$ cat src/rtl/array_div_seq.sv
// N-lane signed fixed-point divider sharing one divisor.
// Radix-2 restoring core, then saturation/zero fix-up in one cycle.
module array_div_seq #(
  parameter int N    = 6,
  parameter int W    = 27,
  parameter int FRAC = 13
) (
  input  logic           clk,
  input  logic           rst,
  input  logic           en,
  input  logic           in_valid,
  output logic           in_ready,
  input  logic [N*W-1:0] dividends,
  input  logic [W-1:0]   divisor,
  output logic           out_valid,
  input  logic           out_ready,
  output logic [N*W-1:0] quotients,
  output logic [N-1:0]   div_zero
);

  localparam int ITER = W + FRAC;
  localparam int NW   = W + FRAC;
  localparam int CW   = $clog2(ITER);

  localparam logic [W-1:0]  MAXV = {1'b0, {(W-1){1'b1}}};
  localparam logic [W-1:0]  MINV = {1'b1, {(W-1){1'b0}}};
  localparam logic [NW-1:0] MAXQ = NW'(MAXV);
  localparam logic [NW-1:0] MINQ = NW'(MINV);

  typedef enum logic [1:0] {IDLE, CALC, FIX, DONE} state_t;

  state_t                  state_q;
  logic [CW-1:0]           cnt_q;
  logic [N-1:0][W-1:0]     rem_q;
  logic [N-1:0][NW-1:0]    num_q;
  logic [N-1:0]            neg_q;
  logic [W-1:0]            dmag_q;
  logic [N*W-1:0]          quotients_q;
  logic [N-1:0]            div_zero_q;
  logic                    out_valid_q;

  logic [N-1:0][W-1:0]     mag_w;
  logic [W-1:0]            dmag_w;
  logic [N-1:0][NW-1:0]    ld_num_w;
  logic [N-1:0][W:0]       shl_w;
  logic [N-1:0][W-1:0]     sub_w;
  logic [N-1:0]            ge_w;
  logic [N-1:0][W-1:0]     rem_d;
  logic [N-1:0][NW-1:0]    num_d;
  logic [N-1:0][W-1:0]     fix_d;
  logic                    dzero_w;

  assign dmag_w = divisor[W-1] ? W'(0) - divisor : divisor;
  assign dzero_w = (dmag_q == '0);

  always_comb begin
    mag_w    = '0;
    ld_num_w = '0;
    shl_w    = '0;
    sub_w    = '0;
    ge_w     = '0;
    rem_d    = '0;
    num_d    = '0;
    fix_d    = '0;
    for (int i = 0; i < N; i++) begin
      mag_w[i] = dividends[i*W+W-1] ? W'(0) - dividends[i*W +: W]
                                    : dividends[i*W +: W];
      ld_num_w[i] = NW'(mag_w[i]) << FRAC;
      // remainder stays below the divisor, so W bits suffice
      shl_w[i] = {rem_q[i], num_q[i][NW-1]};
      ge_w[i]  = shl_w[i] >= {1'b0, dmag_q};
      sub_w[i] = shl_w[i][W-1:0] - dmag_q;
      rem_d[i] = ge_w[i] ? sub_w[i] : shl_w[i][W-1:0];
      num_d[i] = {num_q[i][NW-2:0], ge_w[i]};
      if (dzero_w)
        fix_d[i] = neg_q[i] ? MINV : MAXV;
      else if (!neg_q[i])
        fix_d[i] = (num_q[i] > MAXQ) ? MAXV : num_q[i][W-1:0];
      else
        fix_d[i] = (num_q[i] > MINQ) ? MINV
                                     : W'(0) - num_q[i][W-1:0];
    end
  end

  always_ff @(posedge clk or negedge rst) begin
    if (!rst) begin
      state_q     <= IDLE;
      cnt_q       <= '0;
      rem_q       <= '0;
      num_q       <= '0;
      neg_q       <= '0;
      dmag_q      <= '0;
      quotients_q <= '0;
      div_zero_q  <= '0;
      out_valid_q <= 1'b0;
    end else if (en) begin
      unique case (state_q)
        IDLE: begin
          if (in_valid) begin
            num_q  <= ld_num_w;
            rem_q  <= '0;
            dmag_q <= dmag_w;
            cnt_q  <= '0;
            for (int i = 0; i < N; i++)
              neg_q[i] <= dividends[i*W+W-1] ^ divisor[W-1];
            state_q <= CALC;
          end
        end
        CALC: begin
          rem_q <= rem_d;
          num_q <= num_d;
          if (cnt_q == CW'(ITER - 1)) begin
            cnt_q   <= '0;
            state_q <= FIX;
          end else begin
            cnt_q <= cnt_q + 1'b1;
          end
        end
        FIX: begin
          quotients_q <= fix_d;
          div_zero_q  <= {N{dzero_w}};
          out_valid_q <= 1'b1;
          state_q     <= DONE;
        end
        DONE: begin
          if (out_ready) begin
            out_valid_q <= 1'b0;
            state_q     <= IDLE;
          end
        end
        default: state_q <= IDLE;
      endcase
    end
  end

  assign in_ready  = (state_q == IDLE);
  assign out_valid = out_valid_q;
  assign quotients = quotients_q;
  assign div_zero  = div_zero_q;

endmodule

$ cat config.mk
export PLATFORM = sky130hd
export DESIGN_NAME = array_div_seq
export DESIGN_NICKNAME = d
export VERILOG_FILES = /design/src/rtl/array_div_seq.sv
export SDC_FILE = /design/constraint.sdc
export NUM_CORES = 2
export LEC_CHECK = 0
export ABC_AREA = 1
export CORE_MARGIN = 4
export CORE_UTILIZATION = 66
export CTS_CLUSTER_SIZE = 20
export DETAILED_ROUTE_END_ITERATION = 8
export MAX_ROUTING_LAYER = met4
export PLACE_DENSITY = 0.95
export SETUP_SLACK_MARGIN = 0.4
export SYNTH_ARGS = -nofsm -noshare
export SYNTH_HDL_FRONTEND = slang
export SYNTH_SLANG_ARGS = --single-unit
export TNS_END_PERCENT = 100
$ cat constraint.sdc
create_clock -name clk -period 6.1 [get_ports clk]
set_input_delay 0.915 -clock clk [delete_from_list [all_inputs] [get_ports clk]]
set_output_delay 0.915 -clock clk [all_outputs]
set_load 0.01 [all_outputs]
# == Word-level counts from Yosys, hierarchy flattened ==
# Cells that the tools add are included.
# word_totals
regBits,607
word_cells,135
# classes
addsub,20
magnitude_cmp,18
n_eq_ne,7
n_mux,56
bitwise,6
n_reduce_logical,9
# op_table
cell,n
$mux 27,43
$pmux 240 s2,1
$sub 1x27->27 const A,13
$pmux 162 s2,1
$gt 40x26->1 const B,6
$gt 40x27->1 const B,6
$mux 240,1
$ge 28x27->1,6
$mux 162,1
$sub 27x27->27,6
$logic_not 27->1,1
$mux 6,2
$pmux 6 s2,1
$reduce_and 3->1,3
$pmux 2 s4,1
$add 6x1->6 const B,1
$eq 6x6->1 const B,1
$mux 2,3
$ne 2x2->1 const B,3
$xor 1x1->1,6
$eq 2x2->1 const B,2
$reduce_and 4->1,1
$reduce_bool 2->1,2
$eq 2x1->1 const B,1
4 further kinds,4

# == Depth between registers and ports, before layout ==
# logic_depth
word_depth,4
mapped_depth,16

# == Least setup slack after synthesis ==
# No wires, ideal clock.
# synth_path
kind,register to register
startpoint,register dmag_q[0]
endpoint,register rem_q[10] (netlist bit)
setup_time_ns,0.126
arrival_ns,2.204
required_time_ns,5.974
setup_slack_ns,3.769
path_stages_with_launch,13
path_buffers,1
cell_sequence,dfrtp_1 > ha_1 > inv_1 > fa_1 > nand3_1 > nand3_1 > nand3_1 > nand3_1 > nand2_2 > clkbuf_1 > nand4_1 > nand3_1 > o21ai_0
# synth_via
elab_chain_len,3
word_cells_on_any_way,4
classes_between,1 x add/sub; 1 x order compare; 2 x mux
# synth_lines
element,line_no,text
from (decl),37,logic [W-1:0] dmag_q;
from (signal assigned),102,dmag_q <= dmag_w;
$sub 27x27->27 / $ge 28x27->1 (equally long branches),"72, 71",
$mux 27 (*),73,rem_d[i] = ge_w[i] ? sub_w[i] : shl_w[i][W-1:0];
$pmux 162 s2 (*),97,unique case (state_q)
to (signal assigned),110,rem_q <= rem_d;
to (decl),34,logic [N-1:0][W-1:0] rem_q;
# Every way passes the cells marked *; elsewhere a longest branch is shown, timed or not.
# A chain may end at the register's enable or synchronous reset.

# == Worst setup path in the final report ==
# layout_path
startpoint,register dmag_q[19]
endpoint,register rem_q[126] (netlist bit)
# layout_via
elab_chain_len,3
# layout_lines
element,line_no,text
$ge 28x27->1,71,"ge_w[i] = shl_w[i] >= {1'b0, dmag_q};"
$mux 27,73,
$pmux 162 s2,97,
# No other way between the ends.

==> impl_results.md <==
- Outcome: finished with violations
- Failing checks: DRC
- Core box area: about 75,000 sq um
- Final hold violation count: 0
- WP data arrival: just under 5000 ps
- Layout Nets: 8,642
- Fraction of registers with async set/reset: 1.00
- Synth area leaders: dfrtp_1 (30%), nand2_1 (18%), inv_1 (8.4%)
- Share of the synthesized area in the top cell type: 0.302
- Die Y-Extent: between 200 and 300 um
- Clk pwr share: 0.131
- Crit Path Category: register to register
- Synthesized flop and latch total: 607
- IO Port Bufs: 363
- Top-Level Pins: 364
- Minimum clock period: ~4300 ps
- EDFF count, synth: 0
- Core Rows: 100
- Fmax achieved: 0.233 GHz
- Die Span X: 284 um
- # setup viols final: 0
- Die area: around 81,000 sq um
- Switching portion of total power: 0.544
- Wirelength per Cell: 19.0 um
- Root Buffer: clkbuf_16
- # DRC: 11
- Crit. End Element: register
- Drt via density: 6.10
- DRT Pass-1 Iters: 9
- Total gr overflow: 0
- H-tree depth: 3
- Critical Path Source Type: register
- Part of the power in registers: 0.215
- CTS Buf Count: 72
- HPWL after detailed placement: roughly 130,000 um
- Leak pwr: 0.0288 uW
- Unique masters post-synth: 54
- Final instance area: 56,500 sq um
- Mapped Nets: between 8,000 and 9,000
- DRT antenna net count: 0
- Critical Path RT: 6620 ps
- Clk pin slew, worst setup/hold paths: 60 ps
- Final WL: roughly 180,000 um
- Tightest Pin Transition: 1240 ps
- Clock buffer depth: 3
- Synth cell count leaders: nand2_1 (2,372), inv_1 (1,124), nor2_1 (931)
- Number of antenna violations at the first check in global routing: 6
- Initial Util: 0.671
- Number of max-cap violations: 0
- Vias in the first global route: 53,200
- Clk_skew: approximately 30 ps
- Switch Pwr: 18,600 uW
- TNS Setup: 0 ps
- Combinational Power Share: 0.654
- Area leader, netlist: dfrtp_1
- Final Cycle Share: 0.702
- Via count: approximately 57,000
- VDD IR max: about 0.53 mV
- TritonCTS sink count: 607
- All-layer global routing usage: 0.432
- Worst Path Max Fanout: 27
- DP Area: 54,100 sq um
- Warnings, synthesis: 0
- Post CTS Setup Buffer Count: 0
- Area growth, synth to finish: 12.5%
- Unrepaired setup endpoints after global routing: false
- Max-slew violations: 0
- HP Class: input port to async pin
- Netlist Area Pre-Place: just over 50,000 sq um
- Mean Syn Cell Area: 6.22 sq um
- 1st-iter DRT viols: 7,119
- First-pass GRT wire length: 277,000 um
- RePlAce Congestion: 1.06
- Most frequent cell after synthesis: nand2_1
- Sequential area share after synthesis: 0.302
- Power Dens Cells: 606 nW/um^2
- Mapped Cells: between 8,000 and 9,000
- CTS tree: yes
- Proportion of layout cells with a drive suffix above 1: 0.0298
- Post-CTS Resized: 0
- Slew HR: 0.175
- Hold buffers post-CTS: 0
- Skew-Pair Late Insertion Delay: 640 ps
- Largest net degree at the start of global routing: 215
- Main flop type after synthesis: dfrtp_1
- Int Pwr: 15,600 uW
==> stage by stage <==
stage | power, uW | setup WS (ps) | utilization | std cells | hold slack (ps)
floorplan | 22300 | 3770 | - | 8085 | 449
global placement | 28400 | 1930 | 0.722 | 9157 | 462
detailed placement | 28900 | 1850 | 0.722 | 9157 | 466
CTS | 33500 | 1940 | 0.754 | 9286 | 319
global route | 36800 | 1550 | 0.754 | 9293 | 320
finish | 34300 | 1820 | 0.754 | 9294 | 280
==> final timing paths <==
path	from	cells past startpoint	to	slack [ps]
worst max-delay path	dmag_q[19]$_DFFE_PN0P_	12	rem_q[126]$_DFFE_PN0P_	1820
worst min-delay path	rst	1	rem_q[57]$_DFFE_PN0P_	280
worst max register to register	dmag_q[19]$_DFFE_PN0P_	12	rem_q[126]$_DFFE_PN0P_	1820
worst min register to register	num_d[157]$_DFFE_PN0P_	2	num_d[157]$_DFFE_PN0P_	480
max in group asynchronous	rst	2	rem_q[155]$_DFFE_PN0P_	4480
min in group clk	num_d[157]$_DFFE_PN0P_	2	num_d[157]$_DFFE_PN0P_	480
==> layout make-up <==
class / instances / area (sq um)
Fill cell: 6056 / 18400
Inverter: 1146 / 4310
Timing Repair Buffer: 396 / 3970
Clock inverter: 32 / 382
Clock buffer: 97 / 2020
Tap cell: 969 / 1210
Antenna cell: 8 / 20.0
Sequential cell: 607 / 15200
Multi-Input combinational cell: 6039 / 29400
==> metal layers <==
layer	vias up	track usage	share of wire
li1	26400	-	-
met1	26000	0.540	0.38
met2	3603	0.658	0.44
met3	667	0.0912	0.12
met4	0	0.235	0.064
met5	-	-	0
==> critical path, stage by stage, from the launching register on <==
cell,delay [ps]
dfrtp_1,380
inv_1,550
ha_1,430
a21oi_1,240
nand2_1,130
a21oi_1,210
nor2_1,80
nor2_2,760
nand2_2,660
nand2_1,480
nand2_1,100
nand2_1,90
nand2_1,50
==> logic make-up after synthesis <==
kind of cell | after synthesis | share of synthesized area
DFF | 607 | 0.302
adders and majority gates | 186 | 0.0472
and+or+nand+nor | 4530 | 0.384
AOI/OAI and AO/OA | 1149 | 0.123
buffers and inverters | 1439 | 0.113
xor gates and xnor gates | 174 | 0.0303
==> flip-flops by register name (all words and copies together) (netlist names) <==
name / count
div_zero: 1
out_valid: 1
num_q: 6
rem_q: 162
state_q: 2
quotients: 162
cnt_q: 6
num_d: 234
neg_q: 6
dmag_q: 27
==> power groups by stage <==
stage / Clock [uW] / Sequential [uW] / Combinational (uW)
detailed placement: 0 / 7320 / 21600
global route: 4630 / 7530 / 24600
CTS: 4480 / 7300 / 21800
floorplan: 0 / 7080 / 15200
finish: 4470 / 7380 / 22400
global placement: 0 / 7290 / 21100
==> placed cells by master (no fill, tap or decap), types with 12 or more instances in the layout <==
cell and count:
a21oi_1 505, a22oi_1 29, buf_4 26, clkbuf_1 13
clkbuf_16 72, clkbuf_8 12, clkdlybuf4s50_1 362, clkinv_2 15
dfrtp_1 607, ha_1 179, inv_1 1122, inv_2 14
nand2_1 2371, nand2_2 12, nand3_1 727, nand3_2 13
nand3b_1 59, nand4_1 281, nor2_1 931, nor2_2 24
nor3_1 65, o211ai_1 41, o21ai_0 410, o21ai_1 30
o21bai_1 20, o22ai_1 87, xnor2_1 79, xor2_1 95
Note: power is estimated with default switching activity, not from simulation.
